## config.mk

```make
export PLATFORM = sky130hd
export DESIGN_NAME = rtc_access_scheduler
export DESIGN_NICKNAME = d
export VERILOG_FILES = /design/src/rtl/rtc_access_scheduler.sv
export SDC_FILE = /design/constraint.sdc
export NUM_CORES = 1
export LEC_CHECK = 0
export ABC_AREA = 1
export ABC_CLOCK_PERIOD_IN_PS = 2100
export CORE_UTILIZATION = 44
export DETAILED_ROUTE_END_ITERATION = 12
export PLACE_DENSITY = 0.65
export SLEW_MARGIN = 20
export SYNTH_ARGS = -nofsm -noshare
export SYNTH_HDL_FRONTEND = slang
export SYNTH_SLANG_ARGS = --single-unit
```

## constraint.sdc

```tcl
create_clock -name clk -period 2.1 [get_ports clk]
set_input_delay 0.42 -clock clk [delete_from_list [all_inputs] [get_ports clk]]
set_output_delay 0.42 -clock clk [all_outputs]
set_load 0.005 [all_outputs]
```

## src/rtl/rtc_access_scheduler.sv

```systemverilog
// rtc_access_scheduler: arbitrates the shared RTC bus between init, read and write FSMs
module rtc_access_scheduler #(
  parameter int READ_PERIOD = 100000,
  parameter int TIMEOUT = 1023,
  parameter int GAP_CYCLES = 4,
  parameter int CNT_W = 17
) (
  input  logic       clk,
  input  logic       reset,
  input  logic       req_escribir,
  input  logic       clr_error,
  input  logic       fin_init,
  input  logic       fin_leer,
  input  logic       fin_escribir,
  output logic       do_it_init,
  output logic       do_it_leer,
  output logic       do_it_escribir,
  output logic [1:0] bus_owner,
  output logic       ack_escribir,
  output logic       error_timeout,
  output logic       busy
);
  localparam int TO_W = $clog2(TIMEOUT + 1);
  localparam int GAP_W = $clog2(GAP_CYCLES + 1);
  typedef enum logic [2:0] {S_INIT, S_IDLE, S_LEER, S_ESC, S_GAP} state_t;
  state_t r_state, w_next;
  logic [CNT_W-1:0] r_cnt;
  logic [TO_W-1:0] r_to;
  logic [GAP_W-1:0] r_gap;
  logic r_pend_r, r_pend_w, r_last_w;
  logic w_tick, w_grant_any, w_fin, w_abort, w_grant_r, w_grant_w;
  assign w_tick = r_cnt == CNT_W'(READ_PERIOD - 1);
  assign w_grant_any = do_it_init | do_it_leer | do_it_escribir;
  // a fin pulse only counts while its own grant is actually up
  assign w_fin = (fin_init & do_it_init) | (fin_leer & do_it_leer) | (fin_escribir & do_it_escribir);
  assign w_abort = w_grant_any & ~w_fin & (r_to == TO_W'(TIMEOUT - 1));
  assign w_grant_w = (r_state == S_IDLE) && (w_next == S_ESC);
  assign w_grant_r = (r_state == S_IDLE) && (w_next == S_LEER);
  // next-state selection: alternating priority in IDLE, fin/timeout exits from grant states
  always_comb begin
    w_next = r_state;
    case (r_state)
      S_INIT, S_LEER, S_ESC: w_next = (w_fin | w_abort) ? S_GAP : r_state;
      S_IDLE: w_next = (r_pend_w && (!r_pend_r || !r_last_w)) ? S_ESC : r_pend_r ? S_LEER : S_IDLE;
      S_GAP: w_next = (r_gap == GAP_W'(GAP_CYCLES - 1)) ? S_IDLE : S_GAP;
      default: w_next = S_INIT;
    endcase
  end
  // state plus outputs registered from the next state so grants are glitch-free
  always_ff @(posedge clk or negedge reset) begin
    if (!reset) begin
      r_state <= S_INIT;
      do_it_init <= 1'b0;
      do_it_leer <= 1'b0;
      do_it_escribir <= 1'b0;
      bus_owner <= 2'b00;
      busy <= 1'b0;
      ack_escribir <= 1'b0;
      error_timeout <= 1'b0;
    end else begin
      r_state <= w_next;
      do_it_init <= w_next == S_INIT;
      do_it_leer <= w_next == S_LEER;
      do_it_escribir <= w_next == S_ESC;
      bus_owner <= w_next == S_INIT ? 2'b11 : w_next == S_ESC ? 2'b10 : w_next == S_LEER ? 2'b01 : 2'b00;
      busy <= w_next != S_IDLE;
      ack_escribir <= fin_escribir & do_it_escribir;
      error_timeout <= w_abort | (error_timeout & ~clr_error);
    end
  end
  // period, timeout and gap counters plus request latches (set beats clear)
  always_ff @(posedge clk or negedge reset) begin
    if (!reset) begin
      r_cnt <= '0;
      r_to <= '0;
      r_gap <= '0;
      r_pend_r <= 1'b0;
      r_pend_w <= 1'b0;
      r_last_w <= 1'b0;
    end else begin
      r_cnt <= w_tick ? '0 : r_cnt + 1'b1;
      r_to <= (w_grant_any && w_next == r_state) ? r_to + 1'b1 : '0;
      r_gap <= r_state == S_GAP ? r_gap + 1'b1 : '0;
      r_pend_r <= w_tick | (r_pend_r & ~w_grant_r);
      r_pend_w <= req_escribir | (r_pend_w & ~w_grant_w);
      r_last_w <= w_grant_w ? 1'b1 : w_grant_r ? 1'b0 : r_last_w;
    end
  end
endmodule

```

==> metrics.txt <==
Setup violations, final=0; post-synth net total=approximately 270; type of element capturing the critical path=flip-flop; Worst Path Max Fanout=5; Final Wtd Congestion=about 0.87; setup TNS=0 ns; Crit path top cell by count=nand2_1; largest net degree at the start of global routing=45; CP Launch Type=flip-flop; initial antenna violation count=0; grt total ovfl=0; synth top area cells=dfrtp_1, inv_1, nand2_1; Peak supply drop=384 uV; CP max-delay cell=dfrtp_1; status=finished clean; Pre-antenna DRT Iters=4; Sink Count=44; cell family with the largest share of critical-path delay=simple AND/OR/NAND/NOR gates; leakage power=approximately 1.2 nW; busiest grt layer=met2; GRT Total Usage=approximately 17%; RSZ-0062 raised after global routing=no; CP Cell Sequence=inv_1 -> ha_1 -> nand3_1 -> nor2_1 -> nand3_2 -> nand2_1 -> o21ai_1 -> nand3_1 -> nand2_1 -> nand2_1; Top FF cell, synth=dfrtp_1; Max-slew headroom=74.6%; cell with the most instances after synthesis=inv_1; R2R Path Start=r_to[0]; Netlist cell types=33; final hold viol count=0; filler instances=around 440; FMAX=a little under 0.6 GHz; Worst Path Arrival=between 1.5 and 2 ns; first-pass GRT wire length=6.87 mm; Hold Buf Count CTS=0; pwr dens=871 nW/um^2; M2 GR Usage=between 20% and 30%; Synth top area share=~50%; vias in the first global route=1586; clk slew on worst S/H paths=around 0.09 ns; synthesis warning total=0; core area=4790 um^2; critical path class=reg2reg; Layout Skew=between 0.01 and 0.015 ns; Post-synth EDFFs=0; Max Cap Violations=0; Routed Antenna Nets=0; post-CTS setup buffer count=0; #FFs+latches synth=44; Tmin final=approximately 1.7 ns; port bufs=14; Worst setup endpoint=r_pend_w; R2R cell count=10; Setup WS pre-CTS=0.196 ns; # IOs=15; area grow syn2layout=16.3%; Commonest cells post-synth=inv_1, dfrtp_1, nand2_1; Clock Root Buffer=clkbuf_8; CP Data Required Time=~2.3 ns; Die W=72.8 um; sequential fraction of the synthesis area=approximately half; drt via density=4.76; placed cells=about 340; fin nets=around 290; Vias=1639; Final WS setup=between 0.3 and 0.4 ns; Initial DRC Count=67; total routed wirelength=approximately 3.9 mm; Post-synth ARST share=between 90% and 100%; die span in y=approximately 73 um; CP Buf/Inv Count=1; crit share post-route=about 80%; utilization of the core after routing=between 50% and 60%; met1 usage=between 20% and 30%; Worst Hold Class=in2async; Post-DP HPWL=between 2 and 3 mm; Critical Path Start=r_to[0]; post-cts resize count=0; Routed wire per std cell=between 10 and 15 um; grt met3 use=approximately 4.6%; Skew-Pair Late Insertion Delay=approximately 0.3 ns; area leader, netlist=dfrtp_1; n_diodes=0; die area=approximately 5300 um^2; R2R Setup Slk=about 0.37 ns; worst slew pin tran=0.377 ns; share of cells above drive strength 1=11.2%; Finished Layout Cells=approximately 340; Cells after Synth=approximately 250; crit-path max cell delay=~0.43 ns; Remaining DRCs=0; Avg Inst Size Synth=about 8.7 um^2; FF-to-FF End=r_pend_w; CTS max path bufs=2; Num CTS Buffers=5; DP Area=~2400 um^2; Cell Rows=25; final instance area=~2600 um^2; Slew Limit Fails=0; Crit. path cell count=10; CTS H-tree lvls=2; initial core utilization=approximately 46%; synthesized area=2210 um^2; TritonCTS clock tree=done
-- placed cells by master, fill, tap and decap left out, types with 2 or more instances in the layout --
cell type and instances:
o21ai_2 2, clkdlybuf4s50_1 13, nor3_1 5, clkbuf_8 6, nand3_1 14, nand2_1 40
nand2_2 2, a21oi_1 4, nor2_1 35, inv_2 3, nand3_2 2, ha_1 5
nor3_2 2, nor4_2 2, nand4_1 9, dfrtp_1 44, xor2_1 15, inv_1 46
o21ai_0 4, nor4_1 3, nor2_2 3
-- metal layers --
layer	vias up	share of wire, %	wire (um)
li1	847	-	-
met3	9	3.6	139
met2	29	47	1850
met1	754	47	1830
met5	-	0	0
met4	0	2.0	77
-- how the worst min path moves through the flow --
stage / slack (ns) / end
after floorplan: 0.12 / ack_escribir
after CTS: 0.08 / ack_escribir
final: 0.08 / r_gap[2]
after global routing: 0.09 / ack_escribir
after global placement: 0.42 / r_gap[2]
after detailed placement: 0.41 / r_gap[2]
-- cell type report --
class	count	area (um^2)	share of cell area [%]
tap	67	83.8	3.26
timing repair buffer	15	155	6.04
inverter	49	184	7.16
clock inverter	2	38.8	1.51
multi-input combinational	161	923	35.9
clock buffer	6	82.6	3.21
sequential	44	1100	42.9
-- logic make-up (layout without fill, tap and decap cells) --
family / Yosys count / after routing / share of synthesized area, %
compound gates: 16 / 16 / 4.53
xor+xnor: 16 / 16 / 6.35
fa+ha+maj: 5 / 5 / 2.83
buf+inv: 49 / 72 / 8.33
flops: 44 / 44 / 49.9
simple gates: 124 / 124 / 28.1
-- through the flow --
stage | total power [mW] | hold slack (ns)
6_report | 2.24 | 0.0767
5_1_grt | 2.38 | 0.0904
4_1_cts | 2.27 | 0.0833
3_5_place_dp | 1.58 | 0.413
3_3_place_gp | 1.58 | 0.416
2_1_floorplan | 1.38 | 0.124
-- worst reg2reg max path: stages, from the launching register on --
cell and delay [ns]:
dfrtp_1 0.43, inv_1 0.10, ha_1 0.21, nand3_1 0.08, nor2_1 0.05, nand3_2 0.08, nand2_1 0.09, o21ai_1 0.30
nand3_1 0.16, nand2_1 0.10, nand2_1 0.05
-- report_power, final --
part           switching (mW)  internal (mW)  leakage (nW)  total, mW
Clock                   0.298          0.389        0.0614      0.687
Combinational           0.313          0.217         0.572      0.530
Sequential             0.0654          0.955         0.570       1.02
-- flip-flops by register name (all words and copies together) (netlist names) --
name	count
ack_escribir	1
bus_owner	2
busy	1
do_it_escribir	1
do_it_init	1
do_it_leer	1
error_timeout	1
r_cnt	17
r_gap	3
r_last_w	1
r_pend_r	1
r_pend_w	1
r_state	3
r_to	10
Note: power is estimated with default switching activity, not from simulation.
